--- config.mk ---
export PLATFORM = sky130hd
export DESIGN_NAME = bsg_acm_inv
export DESIGN_NICKNAME = d
export VERILOG_FILES = /design/src/rtl/bsg_acm_pkg.sv /design/src/rtl/bsg_acm_inv_cell_array.sv /design/src/rtl/bsg_acm_inv.sv
export SDC_FILE = /design/constraint.sdc
export NUM_CORES = 1
export LEC_CHECK = 0
export ABC_AREA = 0
export CORE_UTILIZATION = 47
export DETAILED_ROUTE_END_ITERATION = 10
export PLACE_DENSITY = 0.89
export REMOVE_ABC_BUFFERS = 1
export SYNTH_ARGS = -nofsm -noshare
export SYNTH_HDL_FRONTEND = slang
export SYNTH_SLANG_ARGS = --single-unit
--- constraint.sdc ---
create_clock -name clk_i -period 5.2 [get_ports clk_i]
set_input_delay 1.04 -clock clk_i [delete_from_list [all_inputs] [get_ports clk_i]]
set_output_delay 1.04 -clock clk_i [all_outputs]
set_load 0.02 [all_outputs]
--- src/rtl/bsg_acm_pkg.sv ---
`default_nettype none
// ============================================================================
//  Module      : bsg_acm_pkg
//  Description : Shared types and elaboration-time helpers for the
//                Arnold's-cat-map encryptor/decryptor datapaths.
//  Revision    : 1.0 - initial release
// ============================================================================
package bsg_acm_pkg;

    // Decryptor control states
    typedef enum logic [1:0] {
        IDLE = 2'd0,
        RUN  = 2'd1,
        DONE = 2'd2
    } acm_inv_state_e;

    // Width helper that never collapses to zero bits
    function automatic int safe_clog2(input int x);
        return (x <= 1) ? 1 : $clog2(x);
    endfunction

    // Flat cell index of board coordinate (x,y) on a W-wide board.
    // Used by both the forward and inverse cell arrays so that the
    // two directions agree on the board layout.
    function automatic int cat_idx(input int x, input int y, input int w);
        return y * w + x;
    endfunction

endpackage : bsg_acm_pkg
`default_nettype wire

--- src/rtl/bsg_acm_inv_cell_array.sv ---
`default_nettype none
// ============================================================================
//  Module      : bsg_acm_inv_cell_array
//  Description : Board register plus the inverse cat-map step wiring.
//                A load takes priority over a step; with neither asserted
//                the board holds its value.
//  Revision    : 1.0 - initial release
// ============================================================================
module bsg_acm_inv_cell_array
    import bsg_acm_pkg::*;
#(
    parameter int board_width_p = 8,
    localparam int num_total_cells_lp = board_width_p * board_width_p
) (
    input  logic                          clk_i,
    input  logic [num_total_cells_lp-1:0] data_i,
    input  logic                          load_i,
    input  logic                          step_i,
    output logic [num_total_cells_lp-1:0] data_o
);

    logic [num_total_cells_lp-1:0] r_board;
    logic [num_total_cells_lp-1:0] w_next;

    // Inverse step is a fixed permutation: each destination cell (x,y)
    // gathers from source cell ((x+y) mod W, (x+2y) mod W). All index
    // arithmetic folds away at elaboration.
    for (genvar gy = 0; gy < board_width_p; gy++) begin : g_row
        for (genvar gx = 0; gx < board_width_p; gx++) begin : g_col
            assign w_next[cat_idx(gx, gy, board_width_p)] =
                r_board[cat_idx((gx + gy) % board_width_p,
                                (gx + 2 * gy) % board_width_p,
                                board_width_p)];
        end
    end

    // Board register: load a new board, or advance one inverse iteration
    always_ff @(posedge clk_i) begin
        if (load_i) begin
            r_board <= data_i;
        end else if (step_i) begin
            r_board <= w_next;
        end
    end

    assign data_o = r_board;

endmodule : bsg_acm_inv_cell_array
`default_nettype wire

--- src/rtl/bsg_acm_inv.sv ---
`default_nettype none
// ============================================================================
//  Module      : bsg_acm_inv
//  Description : Arnold's-cat-map decryption engine. Accepts a scrambled
//                board and an iteration count, applies the inverse cat map
//                once per enabled cycle, and presents the recovered board
//                on a valid/yumi interface.
//  Revision    : 1.0 - initial release
// ============================================================================
module bsg_acm_inv
    import bsg_acm_pkg::*;
#(
    // Both parameters are expected to be overridden at instantiation.
    parameter int board_width_p     = 8,
    parameter int max_game_length_p = 8,
    localparam int num_total_cells_lp   = board_width_p * board_width_p,
    localparam int game_length_width_lp = safe_clog2(max_game_length_p + 1)
) (
    input  logic                            clk_i,
    input  logic                            reset_i,
    input  logic                            en_i,
    input  logic [num_total_cells_lp-1:0]   data_i,
    input  logic [game_length_width_lp-1:0] frames_i,
    input  logic                            v_i,
    output logic                            ready_o,
    output logic [num_total_cells_lp-1:0]   data_o,
    output logic                            v_o,
    input  logic                            yumi_i
);

    localparam logic [game_length_width_lp-1:0] c_max_count =
        game_length_width_lp'(max_game_length_p);

    acm_inv_state_e                  r_state;
    logic [game_length_width_lp-1:0] r_cnt;
    logic                            r_v;
    logic                            r_ready;

    logic [game_length_width_lp-1:0] w_clamped;
    logic                            w_accept;
    logic                            w_load;
    logic                            w_step;
    logic [num_total_cells_lp-1:0]   w_load_data;

    // Requested iteration count saturated at the configured maximum
    assign w_clamped = (frames_i > c_max_count) ? c_max_count : frames_i;

    // Ready is held low through any reset cycle, even when already idle
    assign ready_o  = r_ready & ~reset_i;
    assign w_accept = v_i & ready_o;

    // Reset reuses the load path to clear the board register to zero
    assign w_load      = reset_i | w_accept;
    assign w_load_data = reset_i ? '0 : data_i;
    assign w_step      = ~reset_i & en_i & (r_state == RUN);

    bsg_acm_inv_cell_array #(
        .board_width_p (board_width_p)
    ) u_cells (
        .clk_i  (clk_i),
        .data_i (w_load_data),
        .load_i (w_load),
        .step_i (w_step),
        .data_o (data_o)
    );

    // Control FSM and iteration counter with registered handshake outputs
    always_ff @(posedge clk_i) begin
        if (reset_i) begin
            r_state <= IDLE;
            r_cnt   <= '0;
            r_v     <= 1'b0;
            r_ready <= 1'b1;
        end else begin
            case (r_state)
                IDLE: begin
                    if (v_i) begin
                        r_cnt   <= w_clamped;
                        r_ready <= 1'b0;
                        if (w_clamped != '0) begin
                            r_state <= RUN;
                        end else begin
                            r_state <= DONE;
                            r_v     <= 1'b1;
                        end
                    end
                end
                RUN: begin
                    if (en_i) begin
                        r_cnt <= r_cnt - 1'b1;
                        if (r_cnt == game_length_width_lp'(1)) begin
                            r_state <= DONE;
                            r_v     <= 1'b1;
                        end
                    end
                end
                DONE: begin
                    // No same-cycle re-accept: ready returns next cycle
                    if (yumi_i) begin
                        r_state <= IDLE;
                        r_v     <= 1'b0;
                        r_ready <= 1'b1;
                    end
                end
                default: begin
                    r_state <= IDLE;
                    r_v     <= 1'b0;
                    r_ready <= 1'b1;
                end
            endcase
        end
    end

    assign v_o = r_v;

endmodule : bsg_acm_inv
`default_nettype wire
Word level (Yosys, flattened, before mapping)
Cells that the tools add are included.

storage, ports and cells
  logic and storage cells = 53
  register bits after elaboration = 72

cells by class
  magnitude comparators = 1
  add/subtract/negate cells = 1
  bitwise gates (word level) = 7
  eq/ne operators = 8
  reductions and logical operators = 8
  multiplexer cells = 22

operators with widths
  cell                 number
  $mux 64              3
  $mux 4               3
  $mux 2               5
  $ne 2x2->1 const B   4
  $pmux 4 s2           1
  $mux 1               7
  $pmux 1 s3           2
  $pmux 2 s3           1
  $reduce_and 3->1     2
  $reduce_and 5->1     1
  $and 1x1->1          4
  $eq 4x1->1 const B   1
  $gt 4x4->1 const B   1
  $reduce_and 4->1     1
  $reduce_bool 2->1    2
  $reduce_bool 4->1    1
  $sub 4x1->4 const B  1
  $eq 2x1->1 const B   1
  $eq 2x2->1 const B   1
  $logic_not 2->1      1
  $ne 2x1->1 const B   1
  $not 1->1            2
  $or 1x1->1           1

Depth between registers and ports, before layout
Gate-level depths: netlist of the first run.

  depth after elaboration = 6
  depth in mapped cells = 7
  gate-level depth less buffers = 5

Cells and area by module
A second synthesis of the first run with hierarchy kept.

unflattened totals
  cells, all modules = 271
  area total of the unflattened synthesis = 3882.5 um2

modules (own cells, without submodules)
  module                  times used  sequential area each (um2)  area each (um2)  cells an instance
  bsg_acm_inv_cell_array  1           1921.8                      2896.5           136
  bsg_acm_inv             1           160.2                       985.9            135

Least setup slack after synthesis of the first run
OpenSTA, ideal clock, no wires.

  kind = input to register
  from = in reset_i
  to = reg u_cells.r_board[10], in the netlist u_cells.data_o[10], enable pin
  stages on the path = 5
  arrival = 2937 ps
  path slack = 1844 ps
  library setup time = 420 ps
  cell sequence = buf_6 and3b_1 buf_4 or2_1 a21o_1

between the ends
  word-level cells in the longest chain between the ends = 5
  elaborated cells between the ends (all ways) = 7
  classes of those cells = bitwise: 6; reduce/logical: 1

RTL lines
  element                                 line                                  source
  start: declaration                      bsg_acm_inv.sv:20                     input logic reset_i,
  $not 1->1                               bsg_acm_inv.sv:49, bsg_acm_inv.sv:55
  $and 1x1->1                             bsg_acm_inv.sv:49                     assign ready_o = r_ready & ~reset_i;
  $and 1x1->1                             bsg_acm_inv.sv:50                     assign w_accept = v_i & ready_o;
  $or 1x1->1                              bsg_acm_inv.sv:53                     assign w_load = reset_i | w_accept;
  $reduce_bool 2->1 (no source line) (*)  n/a
  end signal: assignment                  bsg_acm_inv_cell_array.sv:40          r_board <= data_i;
  end signal: assignment                  bsg_acm_inv_cell_array.sv:42          r_board <= w_next;
  end: declaration                        bsg_acm_inv_cell_array.sv:22          logic [num_total_cells_lp-1:0] r_board;

Every way passes the cells marked *; elsewhere a longest branch is shown, timed or not.
A chain may end at the register's enable or synchronous reset.

Worst setup path in the final report of the first run
  from = in reset_i
  to = out ready_o

between the ends
  word-level cells in the longest chain between the ends = 2

RTL lines
  element           line               source
  $not 1->1         bsg_acm_inv.sv:49
  $and 1x1->1       bsg_acm_inv.sv:49
  end: declaration  bsg_acm_inv.sv:25  output logic ready_o,

No other way between the ends.

==> summary.txt, run 1 <==
GRT
  – Global Route Usage Sum: 22.3%
  – Maximum number of pins on one net before global-route repair: 128
  – GRT busiest layer: met2
  – Vias in the first global route: 2787
  – Grt met1 use: 27.8%
  – Initial antenna violation count: 0
  – First-pass GRT wire length: 13000 um
  – Total gr overflow: 0
  – GRT met3 Usage: 5.02%
  – Grt met2 use: about two fifths

STA
  – Slew headroom: 27.4%
  – Final setup vio count: 0
  – Tcrit/Tclk final: between 60% and 70%
  – RSZ-0062 raised after global routing: false
  – Period minus WS final: 3.47 ns
  – Max Slew Vio Count: 0
  – Least-Margin Pin Slew: 1.09 ns
  – Setup TNS: 0 ns
  – Skew final: 0.0107 ns
  – Peak Freq: 289 MHz
  – Final Hold Viols: 0

Floorplan
  – Standard-cell rows: 30
  – I/O pin count: 139
  – Die Y: a little under 90 um
  – Starting Density: 49.4%
  – Die width: 87.2 um
  – Total core area: 6910 sq um
  – Die area: 7600 sq um

Logic synthesis
  – Syn Inst Count: 337
  – Ys Warns: 0
  – Area of the mapped netlist: between 3000 and 4000 sq um
  – Prevailing post-synth register cell: edfxtp_1
  – Distinct cells, synth: 38
  – Number of flops mapped to enable cells by yosys: 64
  – Share of the yosys chip area belonging to registers: around three fifths
  – Syn_area_per_cell: between 10 and 15 sq um
  – Async S/R FF share, synth: 0%
  – Flops & latches, synth: 72

Clock network
  – Hold Buf Count CTS: 0
  – Cts repair resizes: 0
  – Clk pin slew, worst setup/hold paths: roughly 0.07 ns
  – Max Buffers Root-to-Sink: 2
  – Clock net sink count: 72
  – Setup repair bufs after CTS: 0
  – CTS root buffer: clkbuf_8
  – CTS tree: done
  – Num CTS Buffers: 9
  – H-tree depth: 3
  – Clk_lat worst skew: 0.33 ns

Cells and area
  – Leading cell type in the layout, fill and taps excluded: clkdlybuf4s50_1
  – Layout area overhead: 45.8%
  – N_diodes: 0
  – Commonest non-fill, non-tap cells in the layout: 138 x clkdlybuf4s50_1, 129 x nand2_1, 64 x edfxtp_1, 60 x o21ai_0, 9 x clkbuf_8
  – Layout cells sized above 1: under 10%
  – Filler instances: between 500 and 600
  – Non-filler cells, final: 564
  – Final net count: 538

Routing
  – Wire per inst: roughly 15 um
  – DRT antenna net count: 0
  – DRC: 0
  – Avg Vias per Cell: 5.08
  – WL final: about 8300 um
  – DRT Pass-1 Iters: 6
  – Detailed Route Iter0 Violations: 158
  – Routed via count: 2866

Power
  – Leak: 1.79 nW
  – VDD IR max: 0.182 mV
  – PD cells: 358 nW/um^2

Hold path
  – Hold Crit Start: r_ready
  – Worst Hold Class: reg -> reg

Setup path
  – CP arrival: ~2.4 ns
  – Startpoint Class: input port
  – Crit path max fanout: 10
  – Worst r2r src: r_state[0]
  – Critical Path RT: ~4.2 ns
  – Setup CP Type: in -> out
  – Critical path capture point type: primary output
  – Critical Path Start: reset_i

Placed design
  – Post-placement cell count: 548
  – Final GP Congestion: 0.832
  – Post-DP HPWL: approximately 5700 um
  – Number of port buffers: between 100 and 150

Run
  – Number of max-cap violations: 0

Status
  – Outcome: completed
[state kept, by name, indices dropped and copies added, names as in the netlist]
name,flops
r_cnt,4
u_cells.data_o,64
r_state,2
r_ready,1
v_o,1
[critical path: stages]
cell,delay [ns]
clkdlybuf4s50_1,0.58
nor2b_1,0.19
clkdlybuf4s50_1,0.62
[through the flow]
stage | hold slack, ns | instance area (sq um) | setup slack (ns) | utilization [%] | power (mW)
detailed placement | 0.470 | 4770 | 1.57 | 69.1 | 1.32
finish | 0.486 | 4980 | 1.73 | 72.0 | 1.78
floorplan | 0.444 | 3250 | 0.168 | - | 1.06
global route | 0.506 | 4980 | 1.65 | 72.0 | 1.86
global placement | 0.468 | 4770 | 1.64 | 69.1 | 1.31
CTS | 0.484 | 4980 | 1.74 | 72.0 | 1.79
[path summary, 6_finish.rpt]
kind | depth (start not counted) | slack (ns) | end
worst max-delay path | 3 | 1.73 | ready_o
worst min register to register | 2 | 0.49 | r_ready
worst max register to register | 3 | 2.71 | u_cells.data_o[28]
worst min-delay path | 2 | 0.49 | r_ready
[Yosys cell counts (2+ instances only)]
| master | n | share of area [%] |
|---|---|---|
| clkbuf_2 | 2 | 0.29 |
| inv_1 | 6 | 0.66 |
| o21ai_0 | 60 | 8.8 |
| clkbuf_1 | 8 | 0.88 |
| a211oi_1 | 2 | 0.44 |
| o211ai_1 | 2 | 0.44 |
| nor3b_1 | 3 | 0.66 |
| dfxtp_1 | 8 | 4.7 |
| nand2_1 | 129 | 14 |
| a22o_1 | 2 | 0.51 |
| nor3_1 | 2 | 0.29 |
| ha_1 | 2 | 0.73 |
| nand2b_1 | 2 | 0.37 |
| nor2b_1 | 3 | 0.55 |
| edfxtp_1 | 64 | 56 |
| o21ai_1 | 5 | 0.73 |
| buf_2 | 7 | 1.0 |
| buf_6 | 7 | 2.3 |
| mux2i_1 | 3 | 0.88 |
| nor2_1 | 2 | 0.22 |
[metal layers]
metal | part of all wire, % | vias to the layer above
met5 | 0 | -
met4 | 1.3 | 0
met3 | 6.6 | 9
met2 | 49 | 98
met1 | 43 | 1336
li1 | - | 1423
[cells by family after synthesis]
logic type / after synthesis / share of synthesized area [%]
buffers and inverters: 31 / 5.39
adders and majority gates: 2 / 0.733
AOI/OAI and AO/OA: 81 / 13.8
muxes: 4 / 1.21
and+or+nand+nor: 147 / 17.9
DFF: 72 / 61.0
[cell type report]
class	instances	area (sq um)	share of cell area, %
clock buffers	12	135	2.72
well taps	96	120	2.41
flip-flops and latches	72	2080	41.8
multi-input cells	234	1150	23.1
repair buffers	140	1400	28.1
clock inverters	4	68.8	1.38
inverters	6	22.5	0.453
[where the power goes]
part | internal [mW] | leakage, nW | switching (mW)
combinational | 0.243 | 0.945 | 0.257
sequential | 0.750 | 0.741 | 0.0644
clock | 0.269 | 0.102 | 0.197
Power figures use the tool's default switching activity.
==> run 2: changes to the inputs <==
CORE_UTILIZATION = 43   (was 47)
PLACE_DENSITY = 0.83   (was 0.89)
clock period = 3.62 ns   (was 5.2 ns; I/O delays follow)
==> run 2 against run 1 <==
Net effect:
- non-clock buffer count increased by 2
- flip-flop and latch count stayed put
- global-route usage down 2.3 points
- critical path depth did not move
- total power grew 48%
- core utilization down 6.5 points
- clock power is 61% higher
- clock skew rose by 0.0011 ns
- final area increased by 1.3%
- register-to-register slack got worse by 0.93 ns
- die area grew 9.1%
- highest routed layer unchanged
==> summary.txt, run 2 (synthesis results as in run 1) <==
Status
  – Outcome: completed (unchanged)

GRT
  – Global Route Usage Sum: 20.0% (was 22.3%)
  – Maximum number of pins on one net before global-route repair: 128 (unchanged)
  – Total gr overflow: 0 (unchanged)
  – Initial antenna violation count: 0 (unchanged)
  – First-pass GRT wire length: 13100 um (was 13000 um)
  – Vias in the first global route: 2716 (was 2787)

STA
  – Peak Freq: around 350 MHz
  – Max Slew Vio Count: 0 (unchanged)
  – Tcrit/Tclk final: 78.5%
  – RSZ-0062 raised after global routing: false (unchanged)
  – Final setup vio count: 0 (unchanged)
  – Least-Margin Pin Slew: 0.684 ns (was 1.09 ns)
  – Final hold slack: 0.506 ns (was 0.486 ns)
  – Final Hold Viols: 0 (unchanged)
  – Setup TNS: 0 ns (unchanged)
  – Period minus WS final: 2.84 ns
  – Slew headroom: 54.4% (was 27.4%)
  – Skew final: 0.0118 ns (was 0.0107 ns)

Clock network
  – Cts repair resizes: 0 (unchanged)
  – Hold Buf Count CTS: 0 (unchanged)
  – Setup repair bufs after CTS: 0 (unchanged)
  – Num CTS Buffers: 9 (unchanged)
  – H-tree depth: 3 (unchanged)
  – Clock net sink count: 72 (unchanged)
  – Max Buffers Root-to-Sink: 2 (unchanged)
  – CTS tree: done (unchanged)
  – Clk pin slew, worst setup/hold paths: 0.07 ns (about the same)
  – CTS root buffer: clkbuf_8 (unchanged)
  – Clk_lat worst skew: 0.34 ns (was 0.33 ns)

Routing
  – Wire per inst: 14.3 um (was 14.8 um)
  – DRT antenna net count: 0 (unchanged)
  – WL final: 8140 um (was 8320 um)
  – Avg Vias per Cell: 5.02 (was 5.08)
  – Routed via count: 2867 (was 2866)
  – DRT Pass-1 Iters: 4 (was 6)
  – DRC: 0 (unchanged)
  – Detailed Route Iter0 Violations: 126 (was 158)

Cells and area
  – Leading cell type in the layout, fill and taps excluded: clkdlybuf4s50_1 (unchanged)
  – Post-layout util: 65.6% (was 72.0%)
  – Storage cell area: 2080 sq um (unchanged)
  – Layout cells sized above 1: 5.12% (was 4.27%)
  – Final net count: 540 (was 538)
  – Filler instances: 641 (was 538)
  – Final Instance Area: 5040 sq um (was 4980 sq um)
  – Largest register FFs: 64 (unchanged)
  – N_diodes: 0 (unchanged)
  – Area of the multi-input gates: 1150 sq um (unchanged)
  – Layout area overhead: 47.7% (was 45.8%)
  – Commonest non-fill, non-tap cells in the layout: 138 x clkdlybuf4s50_1, 129 x nand2_1, 64 x edfxtp_1, 60 x o21ai_0, 9 x clkbuf_8 (unchanged)

Setup path
  – Cell family with most CP delay: buffers and inverters (unchanged)
  – Worst path bufs/invs: 2 (unchanged)
  – Setup CP Type: in -> out (unchanged)
  – Crit path max fanout: 10 (unchanged)
  – Worst path max stage delay: 0.62 ns (about the same)
  – CP arrival: 2.12 ns (was 2.43 ns)
  – Top cell by count, worst path: clkdlybuf4s50_1 (unchanged)
  – Critical path capture point type: primary output (unchanged)
  – Startpoint Class: input port (unchanged)
  – R2R Setup Slk: 1.78 ns (was 2.71 ns)
  – Slowest-stage cell, CP: clkdlybuf4s50_1 (unchanged)
  – Critical Path RT: 2.90 ns (was 4.16 ns)
  – Critical-path cell list: clkdlybuf4s50_1, nor2b_1, clkdlybuf4s50_1 (unchanged)

Floorplan
  – Standard-cell rows: 32 (was 30)
  – Die area: 8300 sq um (was 7600 sq um)
  – Die Y: 91.1 um (was 87.2 um)
  – Starting Density: 44.4% (was 49.4%)
  – I/O pin count: 139 (unchanged)
  – Total core area: 7690 sq um (was 6910 sq um)
  – Die width: 91.1 um (was 87.2 um)

Power
  – VDD IR max: 0.383 mV (was 0.182 mV)
  – Total power: 2.64 mW (was 1.78 mW)
  – Leak: 1.81 nW (was 1.79 nW)
  – PD cells: 523 nW/um^2 (was 358 nW/um^2)

Hold path
  – Worst Hold Class: reg -> reg (unchanged)

Placed design
  – Post-DP HPWL: 5530 um (was 5660 um)
  – Placed Area: 4810 sq um (was 4770 sq um)
  – Final GP Congestion: 0.834 (was 0.832)
  – Number of port buffers: 138 (unchanged)

Run
  – Number of max-cap violations: 0 (unchanged)
[run 2: layout make-up]
type | count | area share, %
sequential | 72 | 41.3
timing repair buffer | 142 | 28.2
tap | 102 | 2.53
clock inverter | 5 | 2.11
clock buffer | 10 | 2.53
multi-input combinational | 234 | 22.8
inverter | 6 | 0.447
[run 2: metrics by stage]
stage                     std cells  setup slack, ns
after global placement          556            0.814
final                           571            0.779
after global routing            571            0.680
after floorplan                 312            -1.10
after detailed placement        556            0.791
after CTS                       571            0.771
[run 2: worst paths after layout]
kind / endpoint / from / cells after the start
min: v_o / v_o / 1
min reg2reg: v_o / v_o / 1
max reg2reg: u_cells.data_o[1] / r_state[0] / 3
max: ready_o / reset_i / 3
[run 2: power by group]
part           internal, mW  switching, mW
combinational         0.352          0.370
sequential             1.08         0.0910
clock                 0.456          0.292
[run 2: metal layers]
layer | track usage (%) | part of all wire [%] | vias to the layer above
li1 | - | - | 1425
met1 | 26.3 | 46 | 1325
met2 | 31.6 | 47 | 109
met3 | 6.11 | 6.8 | 8
met4 | 6.48 | 1.1 | 0
met5 | 0 | 0 | -
==> run 3: changes to the inputs <==
CORE_UTILIZATION = 39   (was 43)
PLACE_DENSITY = 0.8   (was 0.83)
clock period = 2.6 ns   (was 3.62 ns; I/O delays follow)
==> run 3 against run 2 <==
Net effect:
- routed wire length increased by 3.5%
- clock skew is 0.0017 ns lower
- via count up 1.5%
- flip-flop and latch count is the same
- non-clock buffer count rose by 4
- final area grew 0.62%
==> summary.txt, run 3 (synthesis results as in run 1) <==
Placed design
  – Post-DP HPWL: 6050 um (was 5530 um)
  – Pre-CTS WS: 0.316 ns (was 0.791 ns)
  – Number of port buffers: 138 (unchanged)
  – Placed Area: 4840 sq um (was 4810 sq um)
  – Final GP Congestion: 0.866 (was 0.834)

GRT
  – Initial antenna violation count: 0 (unchanged)
  – Vias in the first global route: 2773 (was 2716)
  – First-pass GRT wire length: 13000 um (was 13100 um)
  – Maximum number of pins on one net before global-route repair: 128 (unchanged)
  – Total gr overflow: 0 (unchanged)
  – Global Route Usage Sum: 18.9% (was 20.0%)

Routing
  – DRT antenna net count: 0 (unchanged)
  – WL final: 8420 um (was 8140 um)
  – Routed via count: 2910 (was 2867)
  – Detailed Route Iter0 Violations: 100 (was 126)
  – Avg Vias per Cell: 5.03 (was 5.02)
  – Wire per inst: 14.6 um (was 14.3 um)
  – DRT Pass-1 Iters: 4 (unchanged)
  – DRC: 0 (unchanged)

Setup path
  – Critical Path RT: 2.08 ns (was 2.90 ns)
  – Setup CP Type: in -> out (unchanged)
  – Critical path capture point type: primary output (unchanged)
  – Worst Reg-to-Reg Cells: 3 (unchanged)
  – End point of the critical path: ready_o (unchanged)
  – CP arrival: 1.70 ns (was 2.12 ns)
  – R2R Setup Slk: 0.80 ns (was 1.78 ns)
  – Startpoint Class: input port (unchanged)
  – Worst r2r src: r_state[0] (unchanged)
  – Critical Path Start: reset_i (unchanged)
  – Crit path max fanout: 3 (was 10)
  – Reg2reg end: u_cells.data_o[24] (was u_cells.data_o[1])

Cells and area
  – Leading cell type in the layout, fill and taps excluded: clkdlybuf4s50_1 (unchanged)
  – Final Instance Area: 5070 sq um (was 5040 sq um)
  – Layout cells sized above 1: 5.92% (was 5.12%)
  – Area of the multi-input gates: 1150 sq um (unchanged)
  – Commonest non-fill, non-tap cells in the layout: 138 x clkdlybuf4s50_1, 129 x nand2_1, 64 x edfxtp_1, 60 x o21ai_0, 9 x clkbuf_8 (unchanged)
  – Filler instances: 708 (was 641)
  – Storage cell area: 2080 sq um (unchanged)
  – Final net count: 544 (was 540)
  – N_diodes: 0 (unchanged)
  – Layout area overhead: 48.7% (was 47.7%)
  – Largest register FFs: 64 (unchanged)

STA
  – Peak Freq: 451 MHz
  – Skew final: 0.0100 ns (was 0.0118 ns)
  – RSZ-0062 raised after global routing: false (unchanged)
  – Period minus WS final: 2.22 ns
  – Setup TNS: 0 ns (unchanged)
  – Max Slew Vio Count: 0 (unchanged)
  – Post-route setup slack: 0.382 ns (was 0.779 ns)
  – Tcrit/Tclk final: 85.3%
  – Least-Margin Pin Slew: 0.549 ns (was 0.684 ns)
  – Final setup vio count: 0 (unchanged)
  – Slew headroom: 62.3% (was 54.4%)
  – Final Hold Viols: 0 (unchanged)

Floorplan
  – Die width: 95.5 um (was 91.1 um)
  – Total core area: 8340 sq um (was 7690 sq um)
  – I/O pin count: 139 (unchanged)
  – Standard-cell rows: 33 (was 32)
  – Die area: 9130 sq um (was 8300 sq um)
  – Die Y: 95.5 um (was 91.1 um)
  – Starting Density: 40.9% (was 44.4%)

Clock network
  – Clk pin slew, worst setup/hold paths: 0.07 ns (about the same)
  – Clock net sink count: 72 (unchanged)
  – H-tree depth: 3 (unchanged)
  – Max Buffers Root-to-Sink: 2 (unchanged)
  – CTS tree: done (unchanged)
  – Clk_lat worst skew: 0.34 ns (about the same)
  – Setup repair bufs after CTS: 0 (unchanged)
  – CTS root buffer: clkbuf_8 (unchanged)
  – Cts repair resizes: 0 (unchanged)
  – Hold Buf Count CTS: 0 (unchanged)
  – Num CTS Buffers: 9 (unchanged)

Power
  – VDD IR max: 0.351 mV (was 0.383 mV)
  – Leak: 1.83 nW (was 1.81 nW)
  – Total power: 3.68 mW (was 2.64 mW)
  – PD cells: 725 nW/um^2 (was 523 nW/um^2)

Status
  – Outcome: completed (unchanged)

Hold path
  – Worst Hold Class: reg -> reg (unchanged)

Run
  – Number of max-cap violations: 0 (unchanged)
==> run 3: worst min-delay path by stage <==
stage / cells after the start / endpoint / slack, ns / startpoint
2_1_floorplan: 2 / r_ready / 0.44 / r_ready
3_5_place_dp: 1 / v_o / 0.47 / v_o
6_report: 1 / v_o / 0.49 / v_o
4_1_cts: 1 / v_o / 0.50 / v_o
5_1_grt: 1 / v_o / 0.52 / v_o
3_3_place_gp: 2 / r_ready / 0.47 / r_ready
==> run 3: critical path, cell delays in order <==
cell and delay (ns):
clkdlybuf4s50_1 0.43, nor2b_1 0.13, clkdlybuf4s50_1 0.61
==> run 3: power by group <==
group | internal, mW | switching [mW] | total, mW
logic | 0.495 | 0.515 | 1.01
registers | 1.50 | 0.126 | 1.62
clock network | 0.631 | 0.411 | 1.04
==> run 3: cell type report <==
type                    count  share of cell area (%)
multi-input cells         234                    22.7
well taps                 105                    2.59
inverters                   6                   0.444
clock buffers               9                    2.44
flip-flops and latches     72                    41.0
clock inverters             6                    2.12
repair buffers            146                    28.7
==> run 3: through the flow <==
step           hold WS, ns  utilization (%)  std cells
2_1_floorplan        0.444                -        312
3_5_place_dp         0.474             58.0        563
5_1_grt              0.518             60.8        578
4_1_cts              0.496             60.8        578
6_report             0.490             60.8        578
3_3_place_gp         0.473             58.0        563
==> run 3: routing by layer <==
layer	share of wire (%)	global-route usage, %
met1	44	24.2
met2	49	31.5
met3	6.8	5.18
met4	0.55	5.10
met5	0	0
==> RTL change 1, RTL diff (settings of run 2) <==
Reset style: asynchronous (`reset_i`), changed in one clocked block.
--- a/src/rtl/bsg_acm_inv.sv
+++ b/src/rtl/bsg_acm_inv.sv
@@ -66,5 +66,5 @@
 
     // Control FSM and iteration counter with registered handshake outputs
-    always_ff @(posedge clk_i) begin
+    always_ff @(posedge clk_i or posedge reset_i) begin
         if (reset_i) begin
             r_state <= IDLE;
Check against the original RTL: differs if reset_i is asserted again (counterexample within 4 cycles, from zero or initial values and one cycle with reset_i high); with reset_i held inactive, the same outputs for 10 cycles.
==> RTL change 1 against run 2 <==
  * Sequential cell count unchanged
  * Area after synthesis down 2.1%
  * Setup slack better by 150 ps
  * Design area down 1.9%
  * Non-clock buffer count down 1
  * Sequential share of layout area up 1.6 points
  * Power up 21%
  * Critical path depth unchanged
  * Combinational power up 66%
  * Wire length down 5.2%
  * Critical path type unchanged
  * Highest routed layer unchanged
==> RTL change 1: results <==
group,metric,value,unit
place,dp.cells,551,
outcome,status,"finished clean",
hold_path,hp-start,"r_cnt[1]",
global_routing,met3_usage,5.41,%
logic_synthesis,yosys-top-cells-count,"128 x nand2_1, 65 x o21ai_0, 64 x edfxtp_1",
setup_path,critPathMaxFanout,3,
timing,fmax,0.371,GHz
setup_path,reg2reg_slack,1230,ps
place,post-place-ws,547,ps
route,drt-met1-wl,3350,µm
timing,finalClockSkew,4.90,ps
place,place_area,4760,µm²
route,num_vias,2802,
cells_and_area,drive_gt1_share,5.56,%
place,globalplace.congestion,0.766,
route,drtIter0Drc,136,
logic_synthesis,syn_inst,334,
route,post_drt_via_cell_ratio,4.94,
power_and_ir_drop,power_leakage,1.80,nW
setup_path,r2r_start,"r_ready",
route,wirelength,7720,µm
timing,slew_headroom,33.5,%
place,dp_hpwl,5360,µm
cells_and_area,nets,538,
route,wl_met2,3640,µm
cells_and_area,fillers,596,
logic_synthesis,synthDistinctLibCells,37,
global_routing,grt_max_degree,127,
logic_synthesis,async_flop_share,11.1,%
setup_path,r2r_cells,5,
logic_synthesis,ys_seq_area_share,63.6,%
global_routing,groute.usage.overall,19.5,%
route,dr_wl_met3,603,µm
power_and_ir_drop,ir_drop,301,µV
hold_path,worstHoldEndpoint,"r_cnt[1]",
[RTL change 1: changes by cell type after synthesis, sizes merged, moves of 4 or more]
cell   before  now
dfxtp       8    0
nor2        2   10
dfrtp       0    7
a21oi       0    4
buf        15   11
[RTL change 1: critical path, cell delays in order]
cell and delay [ps]:
clkdlybuf4s50_1 450, nor2b_2 170, clkdlybuf4s50_1 620
[RTL change 1: worst max path at each step]
stage / endpoint / startpoint / depth (start not counted)
floorplan: u_cells.data_o[10] / reset_i / 4
global placement: u_cells.data_o[36] / reset_i / 6
detailed placement: u_cells.data_o[36] / reset_i / 6
CTS: ready_o / reset_i / 3
global route: u_cells.data_o[4] / reset_i / 6
finish: ready_o / reset_i / 3
[RTL change 1: final cells by class]
cell class                 count  area (µm²)  area share [%]
sequential                    72        2120            42.9
timing repair buffer         141        1420            28.6
multi-input combinational    235        1080            21.9
clock buffer                   9         124            2.50
tap                           99         124            2.50
clock inverter                 7        62.6            1.26
inverter                       4        15.0           0.303
[RTL change 1: cells by family after synthesis]
kind of cell,Yosys count,synth area share (%)
AOI/OAI and AO/OA,77,12.2
DFF,72,63.6
and+or+nand+nor,153,18.4
muxes,3,0.937
adders and majority gates,2,0.749
buffers and inverters,27,4.12
[RTL change 1: where the power goes]
part	leakage [nW]	internal, W	switching [W]	total (W)
sequential	0.769	0.00124	0.000163	0.00140
combinational	0.931	0.000560	0.000638	0.00120
clock	0.0985	0.000312	0.000289	0.000601
[RTL change 1: through the flow]
step,setup TNS (ps),total power [W],hold WS (ps)
final,0,0.00320,554
after global routing,0,0.00338,584
after CTS,0,0.00323,556
after detailed placement,0,0.00262,534
after global placement,0,0.00258,511
after floorplan,-85250,0.00201,494
==> RTL change 2, RTL diff (config.mk and constraints of run 2) <==
Without the edit above. Change the parameter `max_game_length_p` from 8 to 16.
--- a/src/rtl/bsg_acm_inv.sv
+++ b/src/rtl/bsg_acm_inv.sv
@@ -13,5 +13,5 @@
     // Both parameters are expected to be overridden at instantiation.
     parameter int board_width_p     = 8,
-    parameter int max_game_length_p = 8,
+    parameter int max_game_length_p = 16,
     localparam int num_total_cells_lp   = board_width_p * board_width_p,
     localparam int game_length_width_lp = safe_clog2(max_game_length_p + 1)
Ports: changed (resized frames_i); port bits go from 139 to 140. No check against the original RTL was run, so the function may have changed too.
==> RTL change 2 against run 2 <==
  * Area after synthesis increased by 5.3%
  * Power decreased by 11%
  * Count of clock-buffer cells in the layout decreased by 1
  * Design area increased by 3.3%
  * Non-clock buffer count increased by 1
  * Hold slack got worse by 23 ps
  * Via count increased by 1.9%
  * Wire length increased by 7.2%
  * Setup slack improved by 270 ps
  * Sequential cell count increased by 1
  * Largest cell class unchanged
==> RTL change 2: results <==
group,metric,value,unit
logic_synthesis,synth.yosys.warnings,0,
logic_synthesis,ys.flop_type,"edfxtp_1",
place,place_area,5000,µm²
setup_path,reg2reg_to,"u_cells.data_o[7]",
cells_and_area,drive_gt1_share,5.18,%
cells_and_area,layout.cells.non_filler,585,
cells_and_area,fillers,634,
global_routing,first_global_vias,2686,
outcome,status,"finished clean",
route,wire_per_inst,14.9,µm
logic_synthesis,synth_compound_area_share,13.7,%
cells_and_area,antenna_cells,0,
power_and_ir_drop,power_leakage,1.86,nW
route,post_drt_via_cell_ratio,4.99,
place,numPortBuffers,139,
route,drt-met1-wl,3900,µm
timing,holdWs,483,ps
global_routing,grt_max_degree,107,
route,dr_wl_met3,531,µm
setup_path,slowest_delay,710,ps
timing,fmax,0.389,GHz
timing,finalClockSkew,6.34,ps
logic_synthesis,syn_inst,348,
setup_path,crit_slowest_cell,"buf_4",
logic_synthesis,synthTopCellsByArea,"edfxtp_1 54%, nand2b_1 11%, o21ai_0 8.8%, nand2_1 6.9%, dfxtp_1 5.0%",
setup_path,critPathMaxFanout,106,
place,dp.cells,569,
logic_synthesis,synthDistinctLibCells,37,
logic_synthesis,ys_seq_area_share,58.5,%
route,drtIter0Drc,162,
setup_path,crit_path_start,"v_i",
cells_and_area,nets,554,
route,wl_met2,4200,µm
place,globalplace.congestion,0.823,
place,post-place-ws,690,ps
setup_path,r2r_cells,4,
setup_path,reg2reg_slack,1540,ps
logic_synthesis,yosys-top-cells-count,"66 x nand2_1, 65 x nand2b_1, 64 x edfxtp_1",
setup_path,critical_path_class,"input port to flop",
timing,slew_headroom,41.4,%
power_and_ir_drop,ir_drop,299,µV
logic_synthesis,synthAdderAreaFrac,0.697,%
setup_path,arrival,2610,ps
place,dp_hpwl,6090,µm
global_routing,groute.usage.overall,20.0,%
logic_synthesis,synthMuxAreaShare,0,%
logic_synthesis,synth_edf_count,64,
global_routing,grt_pass1_wl,13300,µm
setup_path,r2r_start,"r_ready",
-- RTL change 2: cell count changes after synthesis, sizes merged, moves of 3 or more --
cell,before,now
nand2b,2,66
nand2,129,66
o21ai,65,72
a21oi,0,6
nor2,2,8
a21o,1,4
and3,0,3
mux2i,3,0
-- RTL change 2: worst min-delay path by stage --
stage | to | startpoint | cells after the start
2_1_floorplan | r_cnt[3] | r_cnt[3] | 2
5_1_grt | r_cnt[3] | r_cnt[3] | 2
3_5_place_dp | r_cnt[3] | r_cnt[3] | 2
3_3_place_gp | r_cnt[3] | r_cnt[3] | 2
4_1_cts | r_cnt[3] | r_cnt[3] | 2
6_report | r_cnt[3] | r_cnt[3] | 2
-- RTL change 2: cells by family after synthesis --
group           count (synthesis)
compound gates                 89
flops                          73
simple gates                  156
buf+inv                        28
fa+ha+maj                       2
-- RTL change 2: metrics by stage --
step	power [W]	setup TNS (ps)
detailed placement	0.00169	0
finish	0.00235	0
floorplan	0.00137	-76550
global placement	0.00167	0
global route	0.00245	0
CTS	0.00237	0
-- RTL change 2: layer usage --
layer,vias up,global-route usage (%)
met4,0,8.08
met3,10,3.33
li1,1465,-
met5,-,0
met2,104,32.0
met1,1343,27.0
-- RTL change 2: area by class of cell --
type                    instances  area [µm²]  share of cell area [%]
multi-input cells             247        1330                    25.5
well taps                     102         128                    2.45
clock buffers                   9         124                    2.38
repair buffers                143        1430                    27.4
clock inverters                 7        85.1                    1.63
inverters                       4        15.0                   0.288
flip-flops and latches         73        2100                    40.4
-- RTL change 2: power by group --
part	internal, W	leakage (nW)	switching, W
clock	0.000381	0.104	0.000297
sequential	0.00104	0.752	0.0000623
combinational	0.000285	1.00	0.000281
-- RTL change 2: worst max-delay path, delay by kind of cell --
family / cells / cell delay [ps]
and+or+nand+nor: 1 / 300
buffers and inverters: 2 / 1290
AOI/OAI and AO/OA: 1 / 230
